==> src/rtl/cmd_faims_pkg.sv <==
// Shared constants for the FAIMS command decoder: command ids, message bit
// positions and the field widths of the parameter banks.
package cmd_faims_pkg;

    localparam int MSG_W   = 64;
    localparam int CMD_W   = 8;
    localparam int VC_W    = 12;
    localparam int FAIMS_W = 16;
    localparam int SKIP_W  = 8;

    localparam logic [CMD_W-1:0] CMD_FLAGS = 8'h01;
    localparam logic [CMD_W-1:0] CMD_VC    = 8'h02;
    localparam logic [CMD_W-1:0] CMD_FAIMS = 8'h04;

    // Flag bits are indexed by their position in the message word.
    localparam int FLAG_SWEEP_ON     = 8;
    localparam int FLAG_SHUTDOWN     = 9;
    localparam int FLAG_IONIZE       = 10;
    localparam int FLAG_POS          = 11;
    localparam int FLAG_NEG          = 12;
    localparam int FLAG_PUMP_ON      = 13;
    localparam int FLAG_SWEEP_UP     = 14;
    localparam int FLAG_ATTENTION    = 15;
    localparam int FLAG_FAIMS_ENABLE = 16;

    localparam int VC_STEP_LSB    = 8;
    localparam int VC_REPEATS_LSB = 20;
    localparam int VC_START_LSB   = 32;
    localparam int VC_STEPS_LSB   = 44;

    localparam int FAIMS_COIL_LSB   = 8;
    localparam int FAIMS_PERIOD_LSB = 24;
    localparam int FAIMS_PULSE_LSB  = 40;
    localparam int FAIMS_SKIPS_LSB  = 56;

    typedef struct packed {
        logic up;
        logic down;
        logic au;
        logic ad;
        logic bu;
        logic bd;
    } faims_drive_t;

endpackage

==> src/rtl/cmd_faims_ctrl_wavegen.sv <==
// FAIMS waveform generator: period/skip counters and the registered HV and
// H-bridge coil switch drives.
module faims_wavegen
    import cmd_faims_pkg::*;
(
    input  logic               clk_i,
    input  logic               rst_i,
    input  logic               enable_i,
    input  logic               restart_i,
    input  logic [FAIMS_W-1:0] coil_i,
    input  logic [FAIMS_W-1:0] period_i,
    input  logic [FAIMS_W-1:0] pulse_i,
    input  logic [SKIP_W-1:0]  skips_i,
    output faims_drive_t       drive_o
);

    logic [FAIMS_W-1:0] cnt_q, cnt_d;
    logic [SKIP_W-1:0]  skip_q, skip_d;
    logic               pol_q, pol_d;
    logic               started_q, started_d;
    faims_drive_t       drive_q, drive_d;

    logic               run;
    logic               wrap;
    logic               coil_on;
    logic [FAIMS_W-1:0] period_m1;
    logic [FAIMS_W-1:0] coil_lim;
    logic [FAIMS_W:0]   down_thr;

    always_comb begin
        run       = enable_i && (period_i >= 16'd2);
        period_m1 = period_i - 16'd1;
        coil_lim  = (coil_i < period_m1) ? coil_i : period_m1;
        down_thr  = {1'b0, pulse_i} + 17'd1;
        wrap      = (cnt_q >= period_m1);

        cnt_d     = '0;
        skip_d    = '0;
        pol_d     = 1'b0;
        started_d = 1'b0;
        drive_d   = '0;
        coil_on   = 1'b0;

        if (run) begin
            started_d = 1'b1;
            // First cycle after enabling or after a parameter load starts at cnt=0.
            if (!restart_i && started_q) begin
                if (wrap) begin
                    cnt_d = '0;
                    if (skip_q == '0) begin
                        pol_d  = ~pol_q;
                        skip_d = skips_i;
                    end else begin
                        pol_d  = pol_q;
                        skip_d = skip_q - 8'd1;
                    end
                end else begin
                    cnt_d  = cnt_q + 16'd1;
                    skip_d = skip_q;
                    pol_d  = pol_q;
                end
            end

            coil_on      = (skip_d == '0) && (cnt_d < coil_lim);
            drive_d.up   = (cnt_d < pulse_i);
            drive_d.down = ({1'b0, cnt_d} >= down_thr);
            drive_d.au   = coil_on && !pol_d;
            drive_d.bd   = coil_on && !pol_d;
            drive_d.bu   = coil_on && pol_d;
            drive_d.ad   = coil_on && pol_d;
        end
    end

    always_ff @(posedge clk_i) begin
        if (rst_i) begin
            cnt_q     <= '0;
            skip_q    <= '0;
            pol_q     <= 1'b0;
            started_q <= 1'b0;
            drive_q   <= '0;
        end else begin
            cnt_q     <= cnt_d;
            skip_q    <= skip_d;
            pol_q     <= pol_d;
            started_q <= started_d;
            drive_q   <= drive_d;
        end
    end

    assign drive_o = drive_q;

endmodule

==> src/rtl/cmd_faims_ctrl.sv <==
// Decodes SPI command words into flag, Vc sweep and FAIMS parameter banks
// and drives the FAIMS waveform generator from them.
module cmd_faims_ctrl
    import cmd_faims_pkg::*;
(
    input  logic               CLK,
    input  logic               i_reset,
    input  logic               i_shiftedIn,
    input  logic [MSG_W-1:0]   i_mem,
    output logic               o_parFlag_sweepOn,
    output logic               o_parFlag_shutdown,
    output logic               o_parFlag_ionize,
    output logic               o_parFlag_pos,
    output logic               o_parFlag_neg,
    output logic               o_parFlag_pumpOn,
    output logic               o_parFlag_sweepUp,
    output logic               o_parFlag_attention,
    output logic               o_parFlag_faimsEnable,
    output logic               o_vcReset,
    output logic [VC_W-1:0]    o_parVc_step,
    output logic [VC_W-1:0]    o_parVc_repeats,
    output logic [VC_W-1:0]    o_parVc_start,
    output logic [VC_W-1:0]    o_parVc_steps,
    output logic               o_faimsReset,
    output logic [FAIMS_W-1:0] o_parFaims_coil,
    output logic [FAIMS_W-1:0] o_parFaims_period,
    output logic [FAIMS_W-1:0] o_parFaims_pulse,
    output logic [SKIP_W-1:0]  o_parFaims_skips,
    output logic               o_faimsUp,
    output logic               o_faimsDown,
    output logic               o_coilAU,
    output logic               o_coilAD,
    output logic               o_coilBU,
    output logic               o_coilBD
);

    logic                                    sq_q;
    logic                                    strobe;
    logic [FLAG_FAIMS_ENABLE:FLAG_SWEEP_ON]  flags_q, flags_d;
    logic [VC_W-1:0]    vc_step_q, vc_step_d, vc_repeats_q, vc_repeats_d;
    logic [VC_W-1:0]    vc_start_q, vc_start_d, vc_steps_q, vc_steps_d;
    logic [FAIMS_W-1:0] fa_coil_q, fa_coil_d, fa_period_q, fa_period_d;
    logic [FAIMS_W-1:0] fa_pulse_q, fa_pulse_d;
    logic [SKIP_W-1:0]  fa_skips_q, fa_skips_d;
    logic               vc_reset_q, vc_reset_d, fa_reset_q, fa_reset_d;
    faims_drive_t       drive;

    // A command is taken once, on the cycle i_shiftedIn rises; holding it high
    // does not re-trigger.
    always_comb begin
        strobe       = i_shiftedIn && !sq_q;
        flags_d      = flags_q;
        vc_step_d    = vc_step_q;
        vc_repeats_d = vc_repeats_q;
        vc_start_d   = vc_start_q;
        vc_steps_d   = vc_steps_q;
        fa_coil_d    = fa_coil_q;
        fa_period_d  = fa_period_q;
        fa_pulse_d   = fa_pulse_q;
        fa_skips_d   = fa_skips_q;
        vc_reset_d   = 1'b0;
        fa_reset_d   = 1'b0;

        if (strobe) begin
            case (i_mem[CMD_W-1:0])
                CMD_FLAGS: flags_d = i_mem[FLAG_FAIMS_ENABLE:FLAG_SWEEP_ON];
                CMD_VC: begin
                    vc_step_d    = i_mem[VC_STEP_LSB    +: VC_W];
                    vc_repeats_d = i_mem[VC_REPEATS_LSB +: VC_W];
                    vc_start_d   = i_mem[VC_START_LSB   +: VC_W];
                    vc_steps_d   = i_mem[VC_STEPS_LSB   +: VC_W];
                    vc_reset_d   = 1'b1;
                end
                CMD_FAIMS: begin
                    fa_coil_d   = i_mem[FAIMS_COIL_LSB   +: FAIMS_W];
                    fa_period_d = i_mem[FAIMS_PERIOD_LSB +: FAIMS_W];
                    fa_pulse_d  = i_mem[FAIMS_PULSE_LSB  +: FAIMS_W];
                    fa_skips_d  = i_mem[FAIMS_SKIPS_LSB  +: SKIP_W];
                    fa_reset_d  = 1'b1;
                end
                default: ;
            endcase
        end
    end

    always_ff @(posedge CLK) begin
        if (i_reset) begin
            sq_q         <= 1'b0;
            flags_q      <= '0;
            vc_step_q    <= '0;
            vc_repeats_q <= '0;
            vc_start_q   <= '0;
            vc_steps_q   <= '0;
            fa_coil_q    <= '0;
            fa_period_q  <= '0;
            fa_pulse_q   <= '0;
            fa_skips_q   <= '0;
            vc_reset_q   <= 1'b0;
            fa_reset_q   <= 1'b0;
        end else begin
            sq_q         <= i_shiftedIn;
            flags_q      <= flags_d;
            vc_step_q    <= vc_step_d;
            vc_repeats_q <= vc_repeats_d;
            vc_start_q   <= vc_start_d;
            vc_steps_q   <= vc_steps_d;
            fa_coil_q    <= fa_coil_d;
            fa_period_q  <= fa_period_d;
            fa_pulse_q   <= fa_pulse_d;
            fa_skips_q   <= fa_skips_d;
            vc_reset_q   <= vc_reset_d;
            fa_reset_q   <= fa_reset_d;
        end
    end

    faims_wavegen u_wavegen (
        .clk_i     (CLK),
        .rst_i     (i_reset),
        .enable_i  (flags_q[FLAG_FAIMS_ENABLE]),
        .restart_i (fa_reset_q),
        .coil_i    (fa_coil_q),
        .period_i  (fa_period_q),
        .pulse_i   (fa_pulse_q),
        .skips_i   (fa_skips_q),
        .drive_o   (drive)
    );

    assign o_parFlag_sweepOn     = flags_q[FLAG_SWEEP_ON];
    assign o_parFlag_shutdown    = flags_q[FLAG_SHUTDOWN];
    assign o_parFlag_ionize      = flags_q[FLAG_IONIZE];
    assign o_parFlag_pos         = flags_q[FLAG_POS];
    assign o_parFlag_neg         = flags_q[FLAG_NEG];
    assign o_parFlag_pumpOn      = flags_q[FLAG_PUMP_ON];
    assign o_parFlag_sweepUp     = flags_q[FLAG_SWEEP_UP];
    assign o_parFlag_attention   = flags_q[FLAG_ATTENTION];
    assign o_parFlag_faimsEnable = flags_q[FLAG_FAIMS_ENABLE];

    assign o_vcReset       = vc_reset_q;
    assign o_parVc_step    = vc_step_q;
    assign o_parVc_repeats = vc_repeats_q;
    assign o_parVc_start   = vc_start_q;
    assign o_parVc_steps   = vc_steps_q;

    assign o_faimsReset      = fa_reset_q;
    assign o_parFaims_coil   = fa_coil_q;
    assign o_parFaims_period = fa_period_q;
    assign o_parFaims_pulse  = fa_pulse_q;
    assign o_parFaims_skips  = fa_skips_q;

    assign o_faimsUp   = drive.up;
    assign o_faimsDown = drive.down;
    assign o_coilAU    = drive.au;
    assign o_coilAD    = drive.ad;
    assign o_coilBU    = drive.bu;
    assign o_coilBD    = drive.bd;

endmodule

==> config.mk <==
export PLATFORM = sky130hd
export DESIGN_NAME = cmd_faims_ctrl
export DESIGN_NICKNAME = d
export VERILOG_FILES = /design/src/rtl/cmd_faims_pkg.sv /design/src/rtl/cmd_faims_ctrl_wavegen.sv /design/src/rtl/cmd_faims_ctrl.sv
export SDC_FILE = /design/constraint.sdc
export NUM_CORES = 1
export LEC_CHECK = 0
export CAP_MARGIN = 0
export CORE_MARGIN = 3
export CORE_UTILIZATION = 45
export CTS_BUF_LIST = sky130_fd_sc_hd__clkbuf_8
export DETAILED_ROUTE_END_ITERATION = 6
export PLACE_DENSITY = 0.77
export RECOVER_POWER = 50
export SLEW_MARGIN = 20
export SYNTH_ARGS = -nofsm -noshare
export SYNTH_HDL_FRONTEND = slang
export SYNTH_HIERARCHICAL = 1
export SYNTH_SLANG_ARGS = --single-unit
==> constraint.sdc <==
create_clock -name CLK -period 7.3 [get_ports CLK]
set_input_delay 0.73 -clock CLK [delete_from_list [all_inputs] [get_ports CLK]]
set_output_delay 0.73 -clock CLK [all_outputs]
set_load 0.02 [all_outputs]
==> flow_summary.ini, run 1 <==
[sta]
clock-skew-final_ns = 0.0143
totalNegativeSetupSlack_ns = 0
setup_repair_after_global_routing_missed_its_margin = no
timing.final.crit_period_ns = 6.09
finalHoldViolCount = 0
max-slew-margin-rel = -1.33
final-setup-viol-count = 0
timing.final.crit_share = 0.835
fmax_ghz = 0.164
layout_setup_ws_ns = 1.21
slew_viol_final = 50
worstMarginPinSlew_ns = 3.49

[critical_path]
setup.reg_to_reg.worst_slack_ns = 1.21
critical_path.max_fanout = 33
critical_path_buf_inv_count = 1
critical-path-slowest-cell = sky130_fd_sc_hd__nor4_1
rr_startpoint = o_parFaims_period[1]
reg2reg_to = u_wavegen/drive_o[0]
endpoint_kind = register
reg2regPathDepth = 23
path_delay_family = simple AND/OR/NAND/NOR gates
worstPathCellList = nor4_1 -> nand2_1 -> nor3_1 -> xnor2_1 -> ha_1 -> and2_1 -> a31o_2 -> a21oi_1 -> o22ai_1 -> a311o_1 -> buf_4 -> or2_2 -> nor2_1 -> ha_1 -> a21oi_1 -> nor2b_1 -> o21ai_0 -> a21oi_1 -> o31ai_1 -> nand4_1 -> a311o_1 -> nor4_2 -> and3_1
critical_path.startpoint_type = register
cp_data_required_time_ns = 7.69
crit_arrival_ns = 6.48
critPathMostFrequentCell = sky130_fd_sc_hd__a21oi_1
timing_worst_setup_path_type = register to register
timing.critical_path.slowest_cell_delay_ns = 0.68

[detailed_routing]
totalWireLength_mm = 24.2
route.vias.total = 7521
maxUsedRoutingLayer = met4
dr_wl_met2_mm = 11.0
detailroute.wirelength.met3_mm = 1.44
drt_first_iter_violations = 538
routed_via_density = 5.31
wl_cell_um = 17.1
detail_route.wirelength.met1_mm = 11.3
drt_pass1_iterations = 6
residual_antenna_violating_net_count_after_detailed_routing = 0
detail_route.drc_violations = 0

[pwr]
pwr_density_cell_nw_per_um2 = 134
largest_voltage_drop_on_the_vdd_net_v = 0.000101
leakage_dissipation_nw = 5.15
total_power_mw = 1.50

[cts]
tritoncts = built
clkSinkCount = 146
cts_made_buffers = 17
post_cts_resize_count = 0
cts_setup_buffers = 0
cts-root-to-sink-buffers = 2
clk-insertion-delay-late_ns = 0.45
clockRootBuffer = sky130_fd_sc_hd__clkbuf_8
postCtsHoldBufs = 0
htreeDepth = 4
path_clk_slew_ns = 0.08

[grt]
gr-usage-all-layers = 0.224
initial_antenna_violation_count = 0
grt_pass1_wl_mm = 38.8
first_global_vias = 7216
maximum_number_of_pins_on_one_net_before_global_route_repair = 111
globalRoute.totalOverflow = 0

[floorplan]
floorplan.rows = 50
start_util = 0.465
floorplan.die.height_um = 146
die_area_um2 = 21300
die_x_um = 146
core_region_area_um2 = 19000
pin_count = 188

[synthesis]
yosysUniqueCellTypes = 55
seq_area_frac_synth = 0.331
fraction_of_synthesis_flops_using_an_asynchronous_set_or_reset_pin = 0
ys_seq_elements = 146
syn-instance-count = 983
average_cell_area_after_synthesis_um2 = 8.97
synth-edff-count = 0
net_count_synth = 1129
synth_common_cells = 178 x sky130_fd_sc_hd__nand2b_1, 146 x sky130_fd_sc_hd__dfxtp_1, 119 x sky130_fd_sc_hd__mux2i_1, 79 x sky130_fd_sc_hd__ha_1, 62 x sky130_fd_sc_hd__nor2_1
yosys.cell_count.top_type = sky130_fd_sc_hd__nand2b_1
postSynth.topFlopCell = sky130_fd_sc_hd__dfxtp_1
dominant_cell_type_by_area_after_synthesis = sky130_fd_sc_hd__dfxtp_1
yosysWarningCount = 6
netlist_top_cells_area = sky130_fd_sc_hd__dfxtp_1 33%, sky130_fd_sc_hd__mux2i_1 14%, sky130_fd_sc_hd__nand2b_1 13%, sky130_fd_sc_hd__ha_1 11%, sky130_fd_sc_hd__xnor2_1 3.5%
netlist.area_leader.share = 0.331
post_synth_instance_area_um2 = 8820

[flow_run]
max_cap_violations = 1

[cells_and_area]
drive_above_1_share = 0.0372
share_of_the_core_filled_with_cells_in_the_final_layout = 0.590
nets = 1289
layout.filler_cells = 1644
layout_stage_area_growth_over_the_synthesis_result_pct = 26.9
multi_input_comb_area_um2 = 5550
finish.cell_count_without_fillers = 1416
insertedDiodeCount = 0
ff_latch_area_um2 = 2920

[placed_design]
placedCellCount = 1384
dp_hpwl_mm = 18.7
place.gp.congestion = 0.937
place.port_buffers = 187
detailedPlace.worstSlack_ns = 1.36

[min_path]
holdCritPathClass = register to register
worst_hold_path_cell_count = 2
worst_hold_startpoint = o_parVc_step[0]
min_to = o_parVc_step[0]

[status]
failing_checks = capacitance limit, slew limit
run_status = finished, violations left
-- per-layer routing --
layer,GRT usage,vias up
met4,0.0706,0
met3,0.0604,34
li1,-,3750
met5,0,-
met1,0.303,3532
met2,0.349,205
-- worst reg2reg max path, delay by kind of cell, from the launching register on --
kind,cells,cell delay [ns]
compound gates,9,1.73
simple gates,10,2.83
buf+inv,1,0.21
flops,1,0.39
fa+ha+maj,2,0.66
xor+xnor,1,0.22
-- worst max path at each step --
stage	startpoint	end	cells past startpoint
6_report	o_parFaims_period[1]	u_wavegen/drive_o[0]	23
3_5_place_dp	o_parFaims_period[1]	u_wavegen/drive_o[0]	23
2_1_floorplan	o_parFaims_period[0]	u_wavegen/drive_o[1]	24
5_1_grt	o_parFaims_period[1]	u_wavegen/drive_o[0]	23
3_3_place_gp	o_parFaims_period[0]	u_wavegen/drive_o[1]	24
4_1_cts	o_parFaims_period[1]	u_wavegen/drive_o[0]	23
-- kinds of logic (layout without fill, tap and decap cells) --
family          after synthesis  in the layout  share of synthesized area
buf+inv                      80            253                     0.0373
fa+ha+maj                    81             81                      0.114
simple gates                397            397                      0.252
compound gates              114            114                     0.0838
mux                         121            121                      0.138
xor+xnor                     44             44                     0.0437
flops                       146            146                      0.331
-- state kept, by name (all words and copies together), names as in the netlist --
register             cells
u_wavegen/pol_q          1
flags_q                  9
o_parFaims_period       16
o_parFaims_pulse        16
o_parVc_steps           12
o_parVc_repeats         12
u_wavegen/started_q      1
o_faimsReset             1
u_wavegen/skip_q         8
o_parVc_step            12
u_wavegen/cnt_q         16
sq_q                     1
o_vcReset                1
u_wavegen/drive_o        4
o_parFaims_skips         8
o_parVc_start           12
o_parFaims_coil         16
-- where the power goes --
group	switching (mW)	internal [mW]	total [mW]
Clock	0.320	0.300	0.620
Sequential	0.000859	0.796	0.797
Combinational	0.0314	0.0531	0.0845
-- layout by cell type, fill, tap and decap left out, types with 3 or more instances in the layout --
cell,netlist,layout
sky130_fd_sc_hd__o21ai_0,29,29
sky130_fd_sc_hd__a211oi_1,4,4
sky130_fd_sc_hd__or4_1,4,4
sky130_fd_sc_hd__ha_1,79,79
sky130_fd_sc_hd__xnor2_1,35,35
sky130_fd_sc_hd__nand2_1,44,44
sky130_fd_sc_hd__and3_1,10,10
sky130_fd_sc_hd__dfxtp_1,146,146
sky130_fd_sc_hd__clkdlybuf4s50_1,0,117
sky130_fd_sc_hd__a21o_1,17,17
sky130_fd_sc_hd__a31oi_1,7,7
sky130_fd_sc_hd__clkbuf_8,0,17
sky130_fd_sc_hd__or3_1,3,3
sky130_fd_sc_hd__nand2b_1,178,178
sky130_fd_sc_hd__mux2i_1,119,119
sky130_fd_sc_hd__inv_1,29,32
sky130_fd_sc_hd__nand4_1,11,11
sky130_fd_sc_hd__o211ai_1,7,7
sky130_fd_sc_hd__nor3_1,30,30
sky130_fd_sc_hd__and4_1,4,4
sky130_fd_sc_hd__xor2_1,9,9
sky130_fd_sc_hd__o31ai_1,3,3
sky130_fd_sc_hd__a21oi_1,25,25
sky130_fd_sc_hd__a2111oi_0,3,3
sky130_fd_sc_hd__nor2b_1,11,11
sky130_fd_sc_hd__clkinvlp_4,0,5
sky130_fd_sc_hd__dlygate4sd3_1,0,69
sky130_fd_sc_hd__buf_4,4,5
sky130_fd_sc_hd__nand3_1,16,16
sky130_fd_sc_hd__nor2_1,62,62
sky130_fd_sc_hd__and2_1,3,3
sky130_fd_sc_hd__nor4_1,9,10
-- final cells by class --
type                            count  share of cell area
Tap cell                          260              0.0291
Sequential cell                   146               0.261
Multi-Input combinational cell    757               0.496
Clock inverter                     15              0.0130
Clock buffer                       17              0.0209
Inverter                           29             0.00973
Timing Repair Buffer              192               0.170
-- metrics by stage --
stage	area (um2)	hold slack [ns]
final	11200	0.477
after global routing	11200	0.498
after CTS	11200	0.485
after detailed placement	10800	0.467
after global placement	10800	0.461
after floorplan	8820	0.509
Power figures use the tool's default switching activity.
==> inputs of run 2 (changes only) <==
- clock period: 7.3 -> 5.9 ns (I/O delays scaled with it)
==> run 2 against run 1 <==
The run still ends with capacitance limit, slew limit left; register-to-register slack worse by 0.80 ns; flip-flop and latch count is the same; first-iteration DRC count shrank 15%; worst setup slack worse by 0.80 ns; fmax is 11% higher; core utilization grew 0.20 points; clock power increased by 21%; wire length down 0.84%; total power grew 23%; sequential share of layout area shrank 0.090 points; sequential power up 24%; largest cell class unchanged; via count grew 0.80%.
==> flow_summary.ini, run 2 (synthesized netlist as in run 1, its figures left out) <==
[status]
run_status = finished, violations left
failing_checks = capacitance limit, slew limit

[pwr]
largest_voltage_drop_on_the_vdd_net_v = 0.000130
leakage_dissipation_nw = 5.05
pwr_density_cell_nw_per_um2 = 164

[sta]
layout_setup_ws_ns = 0.407
finalHoldViolCount = 0
fin_hold_ws_ns = 0.477
fmax_ghz = 0.182
worstMarginPinSlew_ns = 3.68
timing.final.crit_period_ns = 5.49
totalNegativeSetupSlack_ns = 0
max-slew-margin-rel = -1.46
slew_viol_final = 229
clock-skew-final_ns = 0.0148
timing.final.crit_share = 0.931
final-setup-viol-count = 0

[detailed_routing]
detail_route.drc_violations = 0
residual_antenna_violating_net_count_after_detailed_routing = 0
route.vias.total = 7581
totalWireLength_mm = 24.0
routed_via_density = 5.34
drt_pass1_iterations = 5
drt_first_iter_violations = 459
wl_cell_um = 16.9

[critical_path]
setup.reg_to_reg.worst_slack_ns = 0.41
endpoint_kind = register
cp_data_required_time_ns = 6.29
critical_path.startpoint_type = register
critical_path.max_fanout = 17
timing_worst_setup_path_type = register to register
crit_arrival_ns = 5.88

[floorplan]
pin_count = 188
die_area_um2 = 21300
start_util = 0.465
floorplan.die.height_um = 146
floorplan.rows = 50
die_x_um = 146
core_region_area_um2 = 19000

[cts]
postCtsHoldBufs = 0
path_clk_slew_ns = 0.08
htreeDepth = 4
cts_setup_buffers = 0
cts_made_buffers = 17
clk-insertion-delay-late_ns = 0.45
post_cts_resize_count = 0
tritoncts = built
cts-root-to-sink-buffers = 2
clockRootBuffer = sky130_fd_sc_hd__clkbuf_8
clkSinkCount = 146

[grt]
first_global_vias = 7271
gr-usage-all-layers = 0.222
globalRoute.totalOverflow = 0
maximum_number_of_pins_on_one_net_before_global_route_repair = 129
initial_antenna_violation_count = 0
grt_pass1_wl_mm = 38.8

[cells_and_area]
layout_stage_area_growth_over_the_synthesis_result_pct = 27.3
layout.filler_cells = 1665
final_cell_mix = 178 x sky130_fd_sc_hd__nand2b_1, 158 x sky130_fd_sc_hd__clkdlybuf4s50_1, 146 x sky130_fd_sc_hd__dfxtp_1
insertedDiodeCount = 0
finish.cell_count_without_fillers = 1420
nets = 1294
finalInstanceArea_um2 = 11200
commonest_non_fill_non_tap_cell_in_the_layout = sky130_fd_sc_hd__nand2b_1
drive_above_1_share = 0.0397

[placed_design]
detailedPlace.worstSlack_ns = 0.372
place.gp.congestion = 0.884
dp_hpwl_mm = 18.4
placedCellCount = 1389
placedInstanceArea_um2 = 10900
place.port_buffers = 187

[min_path]
holdCritPathClass = register to register

[flow_run]
max_cap_violations = 3
==> run 2: changes by cell type in the layout (fill, tap and decap cells not counted), moves of 3 or more <==
cell,before,now
sky130_fd_sc_hd__clkdlybuf4s50_1,117,158
sky130_fd_sc_hd__dlygate4sd3_1,69,28
sky130_fd_sc_hd__clkinvlp_4,5,0
sky130_fd_sc_hd__clkbuf_8,17,21
sky130_fd_sc_hd__clkbuf_1,1,4
==> run 2: path summary, 6_finish.rpt <==
| kind | startpoint | to | cells after the start |
|---|---|---|---|
| setup / recovery | o_parFaims_period[0] | u_wavegen/drive_o[0] | 23 |
| hold / removal | o_parVc_step[0] | o_parVc_step[0] | 2 |
| setup reg to reg | o_parFaims_period[0] | u_wavegen/drive_o[0] | 23 |
| hold reg to reg | o_parVc_step[0] | o_parVc_step[0] | 2 |
==> run 2: routing by layer <==
metal / up-vias / share of wire / track usage
li1: 3759 / - / -
met1: 3555 / 0.46 / 0.304
met2: 233 / 0.46 / 0.351
met3: 34 / 0.069 / 0.0529
met4: 0 / 0.019 / 0.0663
met5: - / 0 / 0
==> run 2: area by class of cell <==
type / count / area [um2] / share of cell area
Timing Repair Buffer: 197 / 1930 / 0.172
Sequential cell: 146 / 2920 / 0.260
Tap cell: 260 / 325 / 0.0290
Multi-Input combinational cell: 757 / 5570 / 0.496
Inverter: 29 / 109 / 0.00969
Clock inverter: 10 / 86.3 / 0.00769
Clock buffer: 21 / 289 / 0.0257
==> run 2: critical path, stage by stage (launching register included) <==
cell	delay [ns]
sky130_fd_sc_hd__dfxtp_1	0.38
sky130_fd_sc_hd__inv_1	0.14
sky130_fd_sc_hd__ha_1	0.21
sky130_fd_sc_hd__or3b_2	0.53
sky130_fd_sc_hd__nor3_1	0.29
sky130_fd_sc_hd__xnor2_2	0.20
sky130_fd_sc_hd__ha_1	0.30
sky130_fd_sc_hd__nand4_1	0.09
sky130_fd_sc_hd__nor2_1	0.05
sky130_fd_sc_hd__a221o_1	0.31
sky130_fd_sc_hd__maj3_1	0.35
sky130_fd_sc_hd__o211ai_1	0.16
sky130_fd_sc_hd__o211ai_1	0.12
sky130_fd_sc_hd__buf_4	0.21
sky130_fd_sc_hd__o21ai_0	0.30
sky130_fd_sc_hd__ha_1	0.31
sky130_fd_sc_hd__and4_1	0.15
sky130_fd_sc_hd__a21oi_1	0.14
sky130_fd_sc_hd__a21oi_1	0.08
sky130_fd_sc_hd__o31ai_1	0.33
sky130_fd_sc_hd__nand4_1	0.13
sky130_fd_sc_hd__a311o_1	0.30
sky130_fd_sc_hd__nor4_2	0.16
sky130_fd_sc_hd__and3_1	0.19
==> run 2: per-stage QoR <==
step / power, mW / util
final: 1.84 / 0.592
after global routing: 1.91 / 0.592
after CTS: 1.87 / 0.593
after detailed placement: 1.11 / 0.573
after global placement: 1.11 / 0.573
after floorplan: 1.06 / -
==> run 2: where the power goes <==
part | internal (mW) | switching [mW]
logic | 0.0687 | 0.0375
registers | 0.986 | 0.00105
clock network | 0.374 | 0.378
